**config.mk**
```make
export PLATFORM = sky130hd
export DESIGN_NAME = seq_pattern_gen
export DESIGN_NICKNAME = d
export VERILOG_FILES = /design/src/rtl/seq_pattern_gen.sv
export SDC_FILE = /design/constraint.sdc
export NUM_CORES = 1
export LEC_CHECK = 0
export BUFFER_PORTS_ARGS = -buffer_cell sky130_fd_sc_hd__buf_2
export CORE_MARGIN = 5
export CORE_UTILIZATION = 35
export CTS_CLUSTER_DIAMETER = 60
export DETAILED_ROUTE_END_ITERATION = 8
export GPL_TIMING_DRIVEN = 0
export PLACE_DENSITY = 0.57
export SLEW_MARGIN = 20
export SYNTH_ARGS = -nofsm -noshare
export SYNTH_HDL_FRONTEND = slang
export SYNTH_SLANG_ARGS = --single-unit
```
**constraint.sdc**
```tcl
create_clock -name clk -period 2.21 [get_ports clk]
set_clock_uncertainty 0.1 [all_clocks]
set_input_delay 0 -clock clk [delete_from_list [all_inputs] [get_ports clk]]
set_output_delay 0 -clock clk [all_outputs]
set_load 0.01 [all_outputs]
```
**src/rtl/seq_pattern_gen.sv**
```systemverilog
// seq_pattern_gen: serial MSB-first pattern burst generator with repeat count and inter-frame gap
module seq_pattern_gen #(
    parameter int PAT_W = 4,
    parameter logic [PAT_W-1:0] PATTERN = 4'b1011,
    parameter int CNT_W = 4,
    parameter int GAP_W = 3
) (
    input  logic             clk,
    input  logic             rst_n,
    input  logic             start,
    input  logic             abort,
    input  logic [CNT_W-1:0] repeat_n,
    input  logic [GAP_W-1:0] gap_len,
    output logic             x_out,
    output logic             bit_valid,
    output logic             frame_start,
    output logic             busy,
    output logic             done
);
    localparam int IW = $clog2(PAT_W);
    localparam logic [IW-1:0] MSB = IW'(PAT_W - 1);
    localparam logic [1:0] IDLE = 2'd0, SEND = 2'd1, GAP = 2'd2, FIN = 2'd3;
    logic [1:0]       state;
    logic [IW-1:0]    idx;
    logic [CNT_W-1:0] frm;
    logic [GAP_W-1:0] gap, gcnt;
    // Registers hold what is on the line this cycle; frm counts frames still owed including the current one.
    always_ff @(posedge clk or negedge rst_n)
        if (!rst_n) begin
            state       <= IDLE;
            idx         <= '0;
            frm         <= '0;
            gap         <= '0;
            gcnt        <= '0;
            x_out       <= 1'b0;
            bit_valid   <= 1'b0;
            frame_start <= 1'b0;
            busy        <= 1'b0;
            done        <= 1'b0;
        end else begin
            frame_start <= 1'b0;
            done        <= 1'b0;
            case (state)
                IDLE: if (start && !abort) begin
                    state       <= SEND;
                    idx         <= MSB;
                    frm         <= (repeat_n == '0) ? CNT_W'(1) : repeat_n;
                    gap         <= gap_len;
                    x_out       <= PATTERN[PAT_W-1];
                    bit_valid   <= 1'b1;
                    frame_start <= 1'b1;
                    busy        <= 1'b1;
                end
                SEND: if (abort) begin
                    state     <= IDLE;
                    x_out     <= 1'b0;
                    bit_valid <= 1'b0;
                    busy      <= 1'b0;
                end else if (idx != '0) begin
                    idx   <= idx - 1'b1;
                    x_out <= PATTERN[idx - 1'b1];
                end else if (frm == CNT_W'(1)) begin
                    state     <= FIN;
                    frm       <= '0;
                    x_out     <= 1'b0;
                    bit_valid <= 1'b0;
                    busy      <= 1'b0;
                    done      <= 1'b1;
                end else if (gap == '0) begin
                    frm         <= frm - 1'b1;
                    idx         <= MSB;
                    x_out       <= PATTERN[PAT_W-1];
                    frame_start <= 1'b1;
                end else begin
                    state     <= GAP;
                    frm       <= frm - 1'b1;
                    gcnt      <= gap - 1'b1;
                    x_out     <= 1'b0;
                    bit_valid <= 1'b0;
                end
                GAP: if (abort) begin
                    state <= IDLE;
                    busy  <= 1'b0;
                end else if (gcnt == '0) begin
                    state       <= SEND;
                    idx         <= MSB;
                    x_out       <= PATTERN[PAT_W-1];
                    bit_valid   <= 1'b1;
                    frame_start <= 1'b1;
                end else begin
                    gcnt <= gcnt - 1'b1;
                end
                default: state <= IDLE;
            endcase
        end
endmodule

```
### Word level (Yosys, flattened, before mapping)

Cells that the tools add are included.
Widths: inputs -> output; s select.

| word-level totals | value |
|---|---|
| bits of input ports | 11 |
| output and inout port bits | 5 |
| word-level logic and storage cells | 110 |
| bits in registers | 19 |

| operators by class | value |
|---|---|
| reduce and logical (&&, ||, !) cells | 18 |
| multiplexer cells | 59 |
| add/sub/neg operators | 4 |
| equal/unequal tests | 18 |
| magnitude comparators | 1 |

Operator list:

| kind | number |
|---|---|
| $mux 2 | 14 |
| $mux 1 | 25 |
| $mux 4 | 5 |
| $mux 3 | 6 |
| $ne 2x2->1 const B | 9 |
| $ne 3x3->1 const B | 5 |
| $reduce_and 7->1 | 2 |
| $pmux 1 s3 | 4 |
| $pmux 2 s3 | 2 |
| $reduce_and 4->1 | 3 |
| $pmux 4 s2 | 1 |
| $logic_not 3->1 | 2 |
| $pmux 3 s2 | 1 |
| $reduce_and 6->1 | 1 |
| $reduce_bool 2->1 | 3 |
| $sub 3x1->3 const B | 2 |
| $reduce_and 5->1 | 1 |
| $eq 4x1->1 const B | 1 |
| $logic_not 4->1 | 1 |
| $ne 4x4->1 const B | 1 |
| $sub 4x1->4 const B | 1 |
| $lt 2x3->1 const B | 1 |
| $reduce_bool 3->1 | 1 |
| $bmux 1 s2 | 1 |
| 7 further kinds | 7 |

### Longest topological paths before layout

| depth | value |
|---|---|
| word-level depth | 6 |
| gate-level depth with buffers | 8 |
| depth with buffers taken out | 7 |

### Worst setup path before layout

OpenSTA, ideal clock, no wires.

| timing path | value |
|---|---|
| kind | register to register |
| from | register state[0] |
| to | register gcnt[0] |
| arrival time | 1,805 ps |
| buffers on the path | 1 |
| stages on the path, launching flop included | 8 |
| clock period less this slack | 2,030 ps |
| library setup time | 125 ps |
| data required time | 1,985 ps |
| setup slack | 180 ps |
| cell sequence | dfrtp_1 -> inv_1 -> ha_1 -> buf_2 -> nor4b_1 -> nor4_1 -> a31oi_1 -> mux2_2 |

| between the ends | value |
|---|---|
| word-level cells in the longest chain between the ends | 3 |
| elaborated cells between the ends (all ways) | 11 |
| classes of those cells | 8 x eq/ne; 1 x mux; 2 x reduce/logical |

RTL lines:

| item | RTL line | source |
|---|---|---|
| from (decl) | 23 | `logic [1:0] state;` |
| from (signal assigned) | 30 | `state <= IDLE;` |
| from (signal assigned) | 45 | `state <= SEND;` |
| from (signal assigned) | 55 | `state <= IDLE;` |
| $eq 2x2->1 / $eq 2x1->1 (equally long branches) | 43 | `case (state)` |
| $ne 2x2->1 (no line) / $reduce_bool 2->1 (equally long branches) | n/a |  |
| $reduce_and 7->1 (no line) | n/a |  |
| to (signal assigned) | 77 | `gcnt <= gap - 1'b1;` |
| to (signal assigned) | 91 | `gcnt <= gcnt - 1'b1;` |
| to (decl) | 26 | `logic [GAP_W-1:0] gap, gcnt;` |

Parallel ways exist; a longest one is shown, timed or not.
A chain may end at the register's enable or synchronous reset.

### Worst setup path after layout

| timing path | value |
|---|---|
| from | register state[0] |
| to | register idx[1] |

| between the ends | value |
|---|---|
| word-level cells in the longest chain between the ends | 3 |
| elaborated cells between the ends (all ways) | 12 |
| classes of those cells | 8 x eq/ne; 1 x mux; 3 x reduce/logical |

RTL lines:

| item | RTL line | source |
|---|---|---|
| $eq 2x1->1, or another cell as far along | 43 |  |
| $ne 3x3->1 (no line), or another cell as far along | n/a |  |
| $reduce_and 7->1 (no line) | n/a |  |
| to (signal assigned) | 60 | `idx <= idx - 1'b1;` |
| to (decl) | 24 | `logic [IW-1:0] idx;` |

Parallel ways exist; a longest one is shown, timed or not.

==> flow_metrics.env <==
export IMPL_worst_pin_slew_ns=0.5203
export IMPL_viasPerCell=5.430
export IMPL_crit_fanout=8
export IMPL_die_y_um=70.03
export IMPL_synth_cell_types=41
export IMPL_diodes=0
export IMPL_cts_made_buffers=3
export IMPL_gr_total_overflow=0
export IMPL_cts_sinks=19
export IMPL_status="completed"
export IMPL_drt_pass1_iter_count=4
export IMPL_layout_setup_ws_ns=0.1174
export IMPL_ir_worst_vdd_mv=0.4747
export IMPL_syn_to_final_growth_pct=25.40
export IMPL_dieArea_um2=4904
export IMPL_hpwl_um=2203
export IMPL_clk_transition_reported_paths_ns=0.12
export IMPL_grt_usage_pct=13.08
export IMPL_wl_per_cell_um=14.44
export IMPL_root_buffer="clkbuf_4"
export IMPL_path_cells="inv_1 > ha_1 > clkbuf_1 > o21a_1 > a2111o_1 > nor3_1 > a311oi_2"
export IMPL_vias=1124
export IMPL_start_util_pct=36.92
export IMPL_yosysWarnings=0
export IMPL_async_flop_share_pct=100.0
export IMPL_synth_main_ff_cell="dfrtp_1"
export IMPL_rows=21
export IMPL_nNetsFinal=182
export IMPL_drtIter0Drc=37
export IMPL_crit_path_max_incr_delay_ns=0.41
export IMPL_wl_um=2990
export IMPL_clock_path_buffers=2
export IMPL_clk_latency_ns=0.31
export IMPL_cp_arrival_ns=2.18
export IMPL_htreeDepth=1
export IMPL_hold_viol=0
export IMPL_maxSlewViolCount=0
export IMPL_io_buffers=15
export IMPL_worstSetupStartpointType="flip-flop"
export IMPL_setup_viol_count_final=0
export IMPL_dp_slack_ns=-0.06249
export IMPL_end_kind="flip-flop"
export IMPL_route_detailed_drc=0
export IMPL_p_per_area_nw_per_um2=1194
export IMPL_finalCritPeriodShare_pct=94.69
export IMPL_hold_class="in -> async"
export IMPL_ant_nets=0
export IMPL_most_common_layout_cells="19 x dfrtp_1, 15 x buf_2, 13 x inv_1"
export IMPL_grt_pass1_vias=1128
export IMPL_antenna_found_initial=0
export IMPL_cp_required_ns=2.30
export IMPL_cap_violations=0
export IMPL_hold_slack_ns=0.05551
export IMPL_grt_pass1_wl_um=5354
export IMPL_grt_max_degree=20
export IMPL_finalPower_mw=1.888
export IMPL_syn_nets=150
export IMPL_postLayoutCoreUtil_pct=46.30
export IMPL_ys_seq_area_share_pct=37.70
export IMPL_p_leak_nw=0.7133
export IMPL_fmax_mhz=477.9
export IMPL_synth_edf_count=0
export IMPL_die_w_um=70.03
export IMPL_layout_min_cycle_time_ns=2.093
export IMPL_critPathKind="reg -> reg"
export IMPL_syn_avg_cell_area_um2=9.702
export IMPL_drive_above_1_share_pct=27.33
export IMPL_top_level_ports=16
export IMPL_gp_congestion=0.8391
export IMPL_core_area_um2=3416
export IMPL_rsz0062_at_grt="yes"
export IMPL_layout_commonest_cell="dfrtp_1"
export IMPL_syn_inst=130
export IMPL_synth_area_um2=1261
export IMPL_cts_tree="done"
export IMPL_slew_headroom_pct=65.22
export IMPL_synth_seq_cells=19
export IMPL_critPathSlowestCell="dfrtp_1"
export IMPL_setup_tns_ns=0
power by group:
| part | switching, mW | leakage [nW] | internal [mW] | total (mW) |
|---|---|---|---|---|
| combinational | 0.558 | 0.477 | 0.498 | 1.06 |
| sequential | 0.153 | 0.218 | 0.493 | 0.646 |
| clock | 0.119 | 0.0177 | 0.0677 | 0.186 |
registers in the layout (all words and copies together), names as in the netlist:
| signal | count |
|---|---|
| bit_valid | 1 |
| busy | 1 |
| done | 1 |
| frame_start | 1 |
| frm | 4 |
| gap | 3 |
| gcnt | 3 |
| idx | 2 |
| state | 2 |
| x_out | 1 |
per-layer routing:
metal	global-route usage (%)	vias up	part of all wire (%)
met2	21.72	23	48
met1	16.73	557	46
met5	0	-	0
met3	2.439	5	4.1
met4	5.106	0	1.7
li1	-	539	-
synth_stat cells, types with 2 or more instances:
master,instances,area (µm²)
clkbuf_1,3,11.26
dfrtp_1,19,475.5
a21oi_1,7,35.03
nor2_1,12,45.04
mux2_2,6,67.56
nor2b_1,4,25.02
a311oi_1,3,26.28
nor4_1,3,18.77
nand2b_1,2,12.51
o221ai_1,2,17.52
o21a_1,2,15.01
nand2_1,7,26.28
nor3_1,6,30.03
o21ai_0,2,10.01
mux2i_1,4,40.04
ha_1,9,112.6
inv_1,13,48.80
a22oi_1,3,22.52
per-stage QoR:
stage | area [µm²] | cells
2_1_floorplan | 1261 | 130
3_3_place_gp | 1394 | 191
3_5_place_dp | 1394 | 191
4_1_cts | 1528 | 204
5_1_grt | 1582 | 207
6_report | 1582 | 207
worst paths after layout:
kind	startpoint	to	slack [ns]	depth (start not counted)
worst max-delay path	state[0]$_DFFE_PN0P_	idx[1]$_DFFE_PN0P_	0.12	7
worst min-delay path	rst_n	state[0]$_DFFE_PN0P_	0.06	2
worst max register to register	state[0]$_DFFE_PN0P_	idx[1]$_DFFE_PN0P_	0.12	7
worst min register to register	busy$_DFFE_PN0P_	busy$_DFFE_PN0P_	0.42	2
max in group asynchronous	rst_n	frame_start$_DFF_PN0_	1.64	2
min in group clk	abort	idx[0]$_DFFE_PN0P_	0.11	5
repair_timing:
item,in CTS,in global routing
pin swaps,0,1
hold buffers,9,0
gates resized for setup,3,11
hold endpoints to repair,27,0
buffers inserted,0,3
cloned,0,0
endpoints found under the setup margin,3,11
cell type report:
cell class | instances | area [µm²]
fill | 340 | 1834
sequential | 19 | 475.5
clock buffer | 3 | 22.52
buffer | 4 | 20.02
timing repair buffer | 27 | 187.7
inverter | 13 | 48.80
clock inverter | 1 | 5.005
multi-input combinational | 94 | 764.5
tap | 46 | 57.56
worst max-delay path: cells and delay by family, from the launching register on:
family,cells,cell delay [ns]
AO/OA/AOI/OAI,3,0.73
flip-flops,1,0.41
buffers and inverters,2,0.27
AND/OR/NAND/NOR,1,0.26
adder cells (fa/ha/maj),1,0.19
cell families after synthesis:
family | after synthesis | synth area share (%)
XOR/XNOR | 1 | 0.6946
adder cells (fa/ha/maj) | 9 | 8.929
multiplexers | 10 | 8.531
AO/OA/AOI/OAI | 31 | 19.94
flip-flops | 19 | 37.70
buffers and inverters | 17 | 5.159
AND/OR/NAND/NOR | 43 | 19.05
Note: power is estimated with default switching activity, not from simulation.
